File: config.mk
export PLATFORM = sky130hd
export DESIGN_NAME = button_led_ctrl
export DESIGN_NICKNAME = d
export VERILOG_FILES = /design/src/rtl/button_led_ctrl.sv
export SDC_FILE = /design/constraint.sdc
export NUM_CORES = 1
export LEC_CHECK = 0
export CORE_MARGIN = 8
export CORE_UTILIZATION = 30
export CTS_BUF_LIST = sky130_fd_sc_hd__clkbuf_16
export DETAILED_ROUTE_END_ITERATION = 10
export GPL_TIMING_DRIVEN = 1
export PLACE_DENSITY = 0.5
export SLEW_MARGIN = 20
export SYNTH_ARGS = -nofsm -noshare
export SYNTH_HDL_FRONTEND = slang
export SYNTH_SLANG_ARGS = --single-unit
File: constraint.sdc
create_clock -name clock -period 1.9 [get_ports clock]
set_clock_uncertainty 0.2 [all_clocks]
set_input_delay 0.285 -clock clock [delete_from_list [all_inputs] [get_ports clock]]
set_output_delay 0.285 -clock clock [all_outputs]
set_load 0.05 [all_outputs]
File: src/rtl/button_led_ctrl.sv
// Push-button debouncer plus colour-mode/brightness control driving three
// active-low LED pins through a shared PWM generator.
module button_led_ctrl #(
  parameter int unsigned NUM_BUTTONS     = 2,
  parameter int unsigned DEBOUNCE_CYCLES = 250000,
  parameter int unsigned PWM_WIDTH       = 8,
  parameter int unsigned BRIGHT_STEP     = 16,
  parameter int unsigned BRIGHT_RESET    = 128
) (
  input  logic                   clock,
  input  logic                   reset_n,
  input  logic [NUM_BUTTONS-1:0] push_button_n,
  output logic [NUM_BUTTONS-1:0] button_state,
  output logic [NUM_BUTTONS-1:0] button_press,
  output logic [NUM_BUTTONS-1:0] button_release,
  output logic [2:0]             mode,
  output logic [PWM_WIDTH-1:0]   brightness,
  output logic                   led_red_n,
  output logic                   led_green_n,
  output logic                   led_blue_n
);

  localparam int unsigned CNT_W = $clog2(DEBOUNCE_CYCLES + 1);
  localparam int unsigned BW    = PWM_WIDTH + 1;

  localparam logic [CNT_W-1:0] CNT_LAST   = CNT_W'(DEBOUNCE_CYCLES - 1);
  localparam logic [BW-1:0]    STEP_W     = BW'(BRIGHT_STEP);
  localparam logic [BW-1:0]    BRIGHT_MAX = {1'b0, {PWM_WIDTH{1'b1}}};

  typedef enum logic [2:0] {
    MODE_OFF   = 3'd0,
    MODE_RED   = 3'd1,
    MODE_GREEN = 3'd2,
    MODE_BLUE  = 3'd3,
    MODE_WHITE = 3'd4
  } mode_e;

  logic [NUM_BUTTONS-1:0] sync_1;
  logic [NUM_BUTTONS-1:0] sync_2;
  logic [NUM_BUTTONS-1:0] synced;
  logic [CNT_W-1:0]       db_cnt [NUM_BUTTONS];

  mode_e                  mode_q;
  logic [PWM_WIDTH-1:0]   pwm_cnt;
  logic                   inc_press;
  logic                   dec_press;
  logic [BW-1:0]          bright_w;
  logic [BW-1:0]          bright_up;
  logic                   pwm_on;
  logic                   sel_red;
  logic                   sel_green;
  logic                   sel_blue;

  assign synced = ~sync_2;

  // Two-flop synchroniser followed by a per-button stability counter.
  always_ff @(posedge clock) begin
    if (!reset_n) begin
      sync_1         <= '1;
      sync_2         <= '1;
      button_state   <= '0;
      button_press   <= '0;
      button_release <= '0;
      for (int i = 0; i < NUM_BUTTONS; i++) begin
        db_cnt[i] <= '0;
      end
    end else begin
      sync_1 <= push_button_n;
      sync_2 <= sync_1;
      for (int i = 0; i < NUM_BUTTONS; i++) begin
        button_press[i]   <= 1'b0;
        button_release[i] <= 1'b0;
        if (synced[i] == button_state[i]) begin
          db_cnt[i] <= '0;
        end else if (db_cnt[i] == CNT_LAST) begin
          db_cnt[i]         <= '0;
          button_state[i]   <= synced[i];
          button_press[i]   <= synced[i];
          button_release[i] <= ~synced[i];
        end else begin
          db_cnt[i] <= db_cnt[i] + CNT_W'(1);
        end
      end
    end
  end

  assign inc_press = button_press[1];

  generate
    if (NUM_BUTTONS >= 3) begin : g_dec
      assign dec_press = button_press[2];
    end else begin : g_no_dec
      assign dec_press = 1'b0;
    end
  endgenerate

  // Colour-mode state machine; unused codes fall back to OFF.
  always_ff @(posedge clock) begin
    if (!reset_n) begin
      mode_q <= MODE_OFF;
    end else begin
      case (mode_q)
        MODE_OFF:   if (button_press[0]) mode_q <= MODE_RED;
        MODE_RED:   if (button_press[0]) mode_q <= MODE_GREEN;
        MODE_GREEN: if (button_press[0]) mode_q <= MODE_BLUE;
        MODE_BLUE:  if (button_press[0]) mode_q <= MODE_WHITE;
        MODE_WHITE: if (button_press[0]) mode_q <= MODE_OFF;
        default:    mode_q <= MODE_OFF;
      endcase
    end
  end

  assign mode = mode_q;

  // Saturating brightness arithmetic, one bit wider than the register.
  assign bright_w  = {1'b0, brightness};
  assign bright_up = bright_w + STEP_W;

  always_ff @(posedge clock) begin
    if (!reset_n) begin
      brightness <= PWM_WIDTH'(BRIGHT_RESET);
    end else if (inc_press && !dec_press) begin
      brightness <= (bright_up > BRIGHT_MAX) ? '1 : bright_up[PWM_WIDTH-1:0];
    end else if (dec_press && !inc_press) begin
      brightness <= (bright_w < STEP_W) ? '0 : PWM_WIDTH'(bright_w - STEP_W);
    end
  end

  assign pwm_on    = (pwm_cnt < brightness);
  assign sel_red   = (mode_q == MODE_RED)   || (mode_q == MODE_WHITE);
  assign sel_green = (mode_q == MODE_GREEN) || (mode_q == MODE_WHITE);
  assign sel_blue  = (mode_q == MODE_BLUE)  || (mode_q == MODE_WHITE);

  // Free-running PWM counter and registered LED pins.
  always_ff @(posedge clock) begin
    if (!reset_n) begin
      pwm_cnt     <= '0;
      led_red_n   <= 1'b1;
      led_green_n <= 1'b1;
      led_blue_n  <= 1'b1;
    end else begin
      pwm_cnt     <= pwm_cnt + PWM_WIDTH'(1);
      led_red_n   <= ~(pwm_on & sel_red);
      led_green_n <= ~(pwm_on & sel_green);
      led_blue_n  <= ~(pwm_on & sel_blue);
    end
  end

endmodule

==> results by group, run 1 <==
STA
  • Setup violators final: 0
  • Fmax: 557 MHz
  • Crit share post-route: 94.5%
  • Fin. max-slew vios: 0
  • Final WS setup: 0.105 ns
  • Final hold viol count: 0
  • Final period demand of the worst path: 1.80 ns

Power and ir drop
  • Int Power: 0.00255 W
  • Sequential Power Share: 48.1%
  • Clock share of power: 46.8%
  • NetSw: 0.000721 W
  • P_leak: 1.72 nW
  • Switching Share: 22.1%
  • Pwr dens: 736 nW/um^2
  • Logic gate share of total power: 5.2%
  • Worst IR drop on VDD: 360 uV

Clocking
  • TritonCTS buffer count: 9
  • Cts hold-fix bufs: 0
  • CTS sink cnt: 65
  • Clock buffer depth: 2
  • Clk_lat worst skew: 0.34 ns
  • Clk Tree Root Cell: clkbuf_16
  • H-Tree Depth: 3
  • TritonCTS clock tree: done
  • CTS clk-pin slew, worst paths: 0.06 ns

Floorplan
  • I/O pin cnt: 24
  • Core ar.: 10900 sq um
  • DIE WIDTH: 122 um
  • Initial Utilization: 30.9%
  • Die H: 122 um
  • Die area: 14900 sq um
  • Num rows: 38

Critical path
  • R2R setup slack: 0.10 ns
  • Worst path max stage delay: 0.44 ns
  • Startpoint Class: flop
  • Reg-to-reg startpoint: db_cnt[1][7]$_SDFFCE_PN0P_
  • Critical R2R Capture: db_cnt[1][11]$_SDFFCE_PN0P_
  • CP max-delay cell: edfxtp_1
  • Crit path kind: reg -> reg
  • CP arrival: 1.69 ns
  • Critical path endpoint category: flop
  • Worst Path Required: 1.79 ns
  • R2R depth: 4
  • Worst-path maximum fanout: 6
  • Crit-path cells: nand3_1 -> nor4_2 -> xnor2_1 -> nor2_2

Synthesis
  • Largest family of logic cells by synthesized area: simple AND/OR/NAND/NOR gates
  • Synth Area in Adders: 4.44%
  • Mapped Avg Cell Area: 10.4 sq um
  • Post-synth ARST share: 0%
  • Synthesized area: 3380 sq um
  • Post-synthesis cell type count: 47
  • Warnings, synthesis: 0
  • Xor and xnor area share after synthesis: 10.4%
  • Post-synthesis mux area share: 0.296%
  • Post-synth EDFFs: 36
  • Primary FF master, synth: edfxtp_1
  • Sequential-to-total area share from yosys stat: 49.1%
  • Synth Register Bits: 65
  • Post-synthesis compound-gate area fraction: 6.32%
  • Syn Inst Count: 325
  • Post-Synth Simple-Gate Area: 25.6%

Layout
  • Synth-to-layout area growth: 31.3%
  • Ant. Diodes: 0
  • Fin cells: 560
  • Share of cells above drive strength 1: 23.3%
  • Final #Nets: 431

Detailed routing
  • Post-DR wirelength/cell: 11.8 um
  • 1st-pass router iterations: 4
  • Drt total wl: 6610 um
  • Iteration-0 DRC Markers: 134
  • Vias per inst: 4.47
  • DRC viols: 0
  • Via count: 2502
  • ANT nets after route: 0

Global routing
  • Initial antenna violation count: 0
  • Total grt overflow: 0
  • Vias in the first global route: 2446
  • Tot GR Track Use: 9.81%
  • First-pass GRT wire length: 11400 um
  • Largest net degree at the start of global routing: 18

Placed design
  • Port Buffers: 23
  • Pre-CTS WS: -0.0570 ns
  • DP Cell Count: 544
  • Final estimated routing congestion in global placement: 0.797
  • Post-DP HPWL: 4860 um

Worst hold path
  • Hold path endpoint: sync_2[0]$_SDFF_PN1_
  • Hold Path Class: reg -> reg
  • Cells on Worst Hold Path: 1
  • Hold path start: sync_1[0]$_SDFF_PN1_

Job
  • Max-cap viol count: 0

Outcome
  • Status: finished, final reports clean
[state kept, by name, summed over array words and instances (netlist names)]
signal / count
brightness: 5
button_press: 2
button_release: 2
button_state: 2
db_cnt: 36
led_blue_n: 1
led_green_n: 1
led_red_n: 1
mode: 3
pwm_cnt: 8
sync_1: 2
sync_2: 2
[layout make-up]
type                            count  area [sq um]
Clock buffer                       10           250
Clock inverter                      6          25.0
Fill cell                        1134          6490
Inverter                           15          56.3
Multi-Input combinational cell    270          1810
Sequential cell                    65          1660
Tap cell                          140           175
Timing Repair Buffer               54           463
[timing repair]
action / in CTS / in global routing
gates resized for setup: 0 / 12
endpoints found under the setup margin: 0 / 31
endpoints found under the hold margin: 0 / 0
buffers inserted: 0 / 0
[metal layers]
| metal | global-route usage, % | up-vias | share of wire (%) |
|---|---|---|---|
| li1 | - | 1306 | - |
| met3 | 3.10 | 13 | 4.5 |
| met1 | 11.6 | 1153 | 47 |
| met5 | 0 | - | 0 |
| met4 | 6.40 | 0 | 2.3 |
| met2 | 15.1 | 30 | 46 |
[cell usage in the layout, fill, tap and decap left out, types with 2 or more instances in the layout]
cell type	Yosys	layout
nor2_1	51	51
buf_4	3	47
edfxtp_1	36	36
conb_1	1	36
xnor2_1	32	32
dfxtp_1	29	27
inv_1	15	17
nand3_1	16	16
nor3_1	13	12
nand4_1	12	12
nand2_1	11	11
ha_1	12	11
clkbuf_16	0	10
xor2_1	8	8
nor2_2	8	8
and3_1	8	7
o21ai_0	7	7
nand2b_1	7	7
nor4_1	7	4
nor4_4	1	4
a21oi_1	4	4
buf_12	0	4
nor4_2	3	3
a31oi_1	3	3
o21a_1	3	3
nand4_4	1	3
a211oi_1	3	3
clkdlybuf4s50_1	0	3
and2_1	2	2
a31o_2	2	2
dfxtp_2	0	2
clkinv_2	0	2
[cell usage after synthesis, types with 7 or more instances]
library cell	instances	area (sq um)
nor2_1	51	191
edfxtp_1	36	1080
xnor2_1	32	280
dfxtp_1	29	581
nand3_1	16	80.1
inv_1	15	56.3
nor3_1	13	65.1
ha_1	12	150
nand4_1	12	75.1
nand2_1	11	41.3
and3_1	8	50.1
nor2_2	8	50.1
xor2_1	8	70.1
nand2b_1	7	43.8
nor4_1	7	43.8
o21ai_0	7	35.0
[power groups by stage]
stage | Sequential, W | Clock, W | Combinational [W]
after CTS | 0.00157 | 0.00159 | 0.000165
after global routing | 0.00158 | 0.00164 | 0.000192
after global placement | 0.00160 | 0 | 0.000164
after floorplan | 0.00159 | 0 | 0.000102
after detailed placement | 0.00160 | 0 | 0.000164
final | 0.00157 | 0.00153 | 0.000169
[worst max path at each step]
stage	startpoint	end	slack, ns	cells after the start
floorplan	db_cnt[1][0]$_SDFFCE_PN0P_	db_cnt[1][0]$_SDFFCE_PN0P_	0.01	6
global placement	reset_n	db_cnt[0][16]$_SDFFCE_PN0P_	-0.01	6
detailed placement	reset_n	db_cnt[0][5]$_SDFFCE_PN0P_	-0.06	6
CTS	db_cnt[1][0]$_SDFFCE_PN0P_	db_cnt[1][16]$_SDFFCE_PN0P_	0.04	5
global route	db_cnt[1][7]$_SDFFCE_PN0P_	db_cnt[1][10]$_SDFFCE_PN0P_	-0.04	4
finish	db_cnt[1][7]$_SDFFCE_PN0P_	db_cnt[1][11]$_SDFFCE_PN0P_	0.10	4
[critical path, delay by kind of cell (launching register included)]
kind	cells	cell delay [ns]
simple gates	3	0.72
flops	1	0.44
xor+xnor	1	0.19
[stage by stage]
| step | TNS [ns] | utilization, % | total power, W | cell area (sq um) | hold slack, ns |
|---|---|---|---|---|---|
| after floorplan | 0 | - | 0.00169 | 3520 | 0.158 |
| after global placement | -0.0129 | 37.3 | 0.00176 | 4080 | 0.192 |
| after detailed placement | -0.617 | 37.3 | 0.00176 | 4080 | 0.193 |
| after CTS | 0 | 39.9 | 0.00332 | 4360 | 0.209 |
| after global routing | -0.104 | 40.6 | 0.00341 | 4440 | 0.218 |
| final | 0 | 40.6 | 0.00327 | 4440 | 0.207 |
[logic make-up after synthesis]
logic type	after synthesis
simple gates	152
compound gates	29
flops	65
mux	1
other cells	1
buf+inv	25
fa+ha+maj	12
xor+xnor	40
No activity file was read; power rests on OpenSTA's default activity.
==> run 2: changes to the inputs <==
--- a/config.mk
+++ b/config.mk
@@ -11,7 +11,6 @@
 export DETAILED_ROUTE_END_ITERATION = 10
 export GPL_TIMING_DRIVEN = 1
 export PLACE_DENSITY = 0.5
-export SLEW_MARGIN = 20
 export SYNTH_ARGS = -nofsm -noshare
 export SYNTH_HDL_FRONTEND = slang
 export SYNTH_SLANG_ARGS = --single-unit
==> results of run 2 <==
Same layout as run 1: the final DEF is identical, and so are final timing and power.
==> run 3: changes to the inputs <==
--- a/config.mk
+++ b/config.mk
@@ -5,12 +5,12 @@
 export SDC_FILE = /design/constraint.sdc
 export NUM_CORES = 1
 export LEC_CHECK = 0
-export CORE_MARGIN = 8
+export CORE_MARGIN = 2
 export CORE_UTILIZATION = 30
 export CTS_BUF_LIST = sky130_fd_sc_hd__clkbuf_16
 export DETAILED_ROUTE_END_ITERATION = 10
 export GPL_TIMING_DRIVEN = 1
-export PLACE_DENSITY = 0.5
+export PLACE_DENSITY_LB_ADDON = 0.1
 export SYNTH_ARGS = -nofsm -noshare
 export SYNTH_HDL_FRONTEND = slang
 export SYNTH_SLANG_ARGS = --single-unit
==> run 3 against run 2 <==
Net effect: utilization shrank 0.22 points; register-to-register slack is essentially flat; die area shrank 19%; worst setup slack gained 0.0062 ns; clock power is essentially flat; sequential power is essentially flat; largest cell class unchanged; sequential share of layout area grew 0.20 points; combinational power is essentially flat.
==> results by group, run 3 (synthesis results as in run 1) <==
Power and ir drop
  • Logic gate share of total power: 5.1% (about the same)
  • NetSw: 0.000731 W (+1.3%)
  • Sequential Power Share: 47.7% (-0.4 points)
  • Worst IR drop on VDD: 418 uV (+16%)
  • Int Power: 0.00256 W (+0.44%)
  • Pwr dens: 744 nW/um^2 (+1.2%)
  • P_leak: 1.70 nW (-1.5%)
  • Clock share of power: 47.1% (+0.3 points)
  • Switching Share: 22.2% (+0.15 points)

Clocking
  • Clk_lat worst skew: 0.33 ns (about the same)
  • CTS resizes: 0 (unchanged)
  • H-Tree Depth: 3 (unchanged)
  • TritonCTS buffer count: 9 (unchanged)
  • Cts hold-fix bufs: 0 (unchanged)
  • TritonCTS clock tree: done
  • Clk Tree Root Cell: clkbuf_16
  • Clock buffer depth: 2 (unchanged)
  • Number of post-CTS setup repair buffers: 0 (unchanged)
  • CTS clk-pin slew, worst paths: 0.05 ns (about the same)
  • CTS sink cnt: 65 (unchanged)

Detailed routing
  • Iteration-0 DRC Markers: 114 (-15%)
  • Met3 WL: 266 um (-11%)
  • ANT nets after route: 0 (unchanged)
  • 1st-pass router iterations: 4 (unchanged)
  • Via count: 2494 (-0.32%)
  • WL met2: 2810 um (-7.7%)
  • DRT met1 WL: 3450 um (+11%)
  • DRC viols: 0 (unchanged)
  • Vias per inst: 4.45 (-0.50%)
  • DR top layer: met4
  • Post-DR wirelength/cell: 11.8 um (about the same)
  • Drt total wl: 6620 um (+0.11%)

Global routing
  • Initial antenna violation count: 0 (unchanged)
  • Total grt overflow: 0 (unchanged)
  • Vias in the first global route: 2362 (-3.4%)
  • First-pass GRT wire length: 11200 um (-2.1%)
  • Largest net degree at the start of global routing: 18 (unchanged)
  • Tot GR Track Use: 12.1% (+2.3 points)

Floorplan
  • Die H: 110 um (-9.8%)
  • Core ar.: 10900 sq um (unchanged)
  • Die area: 12100 sq um (-19%)
  • DIE WIDTH: 110 um (-9.8%)
  • Initial Utilization: 30.9% (unchanged)
  • Num rows: 38 (unchanged)
  • I/O pin cnt: 24 (unchanged)

Critical path
  • Worst-path maximum fanout: 17 (+11)
  • Crit path kind: reg -> reg
  • CP arrival: 1.66 ns (-0.03 ns)
  • CP max-delay cell: edfxtp_1
  • Crit-path cells: nor3_1 -> buf_4 -> nand3b_4 -> o21ai_4 -> buf_12 -> nor2_1
  • Critical path endpoint category: flop
  • Worst Path Required: 1.78 ns (about the same)
  • Worst path max stage delay: 0.45 ns (about the same)
  • Startpoint Class: flop

Job
  • Max-cap viol count: 0 (unchanged)

Layout
  • Ant. Diodes: 0 (unchanged)
  • Share of cells above drive strength 1: 22.8% (-0.53 points)
  • Final Instance Area: 4420 sq um (-0.54%)
  • Commonest non-fill, non-tap cell in the layout: nor2_1
  • Synth-to-layout area growth: 30.6%
  • Top reg by flops: db_cnt
  • Commonest non-fill, non-tap cells in the layout: 51 x nor2_1, 47 x buf_4, 36 x edfxtp_1, 36 x conb_1, 32 x xnor2_1
  • Final #Nets: 432 (+0.23%)
  • Largest regs: db_cnt x36, pwm_cnt x8, brightness x5
  • Max reg flops: 36 (unchanged)

STA
  • RSZ-0062 raised after global routing: true
  • Fin. max-slew vios: 0 (unchanged)
  • Crit share post-route: 94.2% (-0.33 points)
  • Setup violators final: 0 (unchanged)
  • Final hold viol count: 0 (unchanged)
  • Fmax: 559 MHz (+0.35%)
  • Fin Setup TNS: 0 ns (unchanged)
  • Final WS setup: 0.111 ns (+0.00619 ns)
  • Final period demand of the worst path: 1.79 ns (-0.00619 ns)

Outcome
  • Status: finished, final reports clean

Placed design
  • Port Buffers: 23 (unchanged)
  • Placed Area: 4100 sq um (+0.49%)
  • Pre-CTS WS: 0.0437 ns (+0.101 ns)
  • Post-DP HPWL: 4950 um (+1.8%)
  • Final estimated routing congestion in global placement: 0.777 (-2.5%)

Worst hold path
  • Hold Path Class: reg -> reg
## run 3: cell count changes in the layout (fill, tap and decap cells not counted), sizes merged
cell  change
buf       +1
## run 3: worst paths after layout
kind,end,cells after the start,slack (ns),start
max reg2reg,db_cnt[0][3]$_SDFFCE_PN0P_,6,0.11,db_cnt[0][8]$_SDFFCE_PN0P_
max,db_cnt[0][3]$_SDFFCE_PN0P_,6,0.11,db_cnt[0][8]$_SDFFCE_PN0P_
min,sync_2[1]$_SDFF_PN1_,1,0.20,sync_1[1]$_SDFF_PN1_
min reg2reg,sync_2[1]$_SDFF_PN1_,1,0.20,sync_1[1]$_SDFF_PN1_
## run 3: cell type report
type                            instances  area (sq um)
Inverter                               15          56.3
Tap cell                              140           175
Clock inverter                          6          30.0
Timing Repair Buffer                   55           483
Sequential cell                        65          1660
Fill cell                            1106          6520
Multi-Input combinational cell        270          1760
Clock buffer                           10           250
## run 3: through the flow
step | total power [W] | std cells | utilization, % | hold WS [ns]
finish | 0.00329 | 561 | 40.4 | 0.202
CTS | 0.00335 | 561 | 40.1 | 0.204
detailed placement | 0.00176 | 545 | 37.5 | 0.195
floorplan | 0.00169 | 360 | - | 0.158
global placement | 0.00176 | 545 | 37.5 | 0.190
global route | 0.00345 | 561 | 40.4 | 0.220
## run 3: power by group through the flow
stage               Sequential, W  Clock [W]  Combinational (W)
floorplan                 0.00159          0           0.000102
global placement          0.00160          0           0.000167
detailed placement        0.00160          0           0.000167
CTS                       0.00157    0.00161           0.000168
global route              0.00158    0.00168           0.000191
finish                    0.00157    0.00155           0.000169
## run 3: layer usage
layer	vias up	track usage, %
li1	1301	-
met1	1152	16.4
met2	33	18.2
met3	8	3.70
met4	0	4.02
met5	-	0
## run 3: critical path, delay by kind of cell, from the launching register on
kind	cells	cell delay, ns
and+or+nand+nor	3	0.38
buffers and inverters	2	0.32
DFF	1	0.45
AOI/OAI and AO/OA	1	0.17
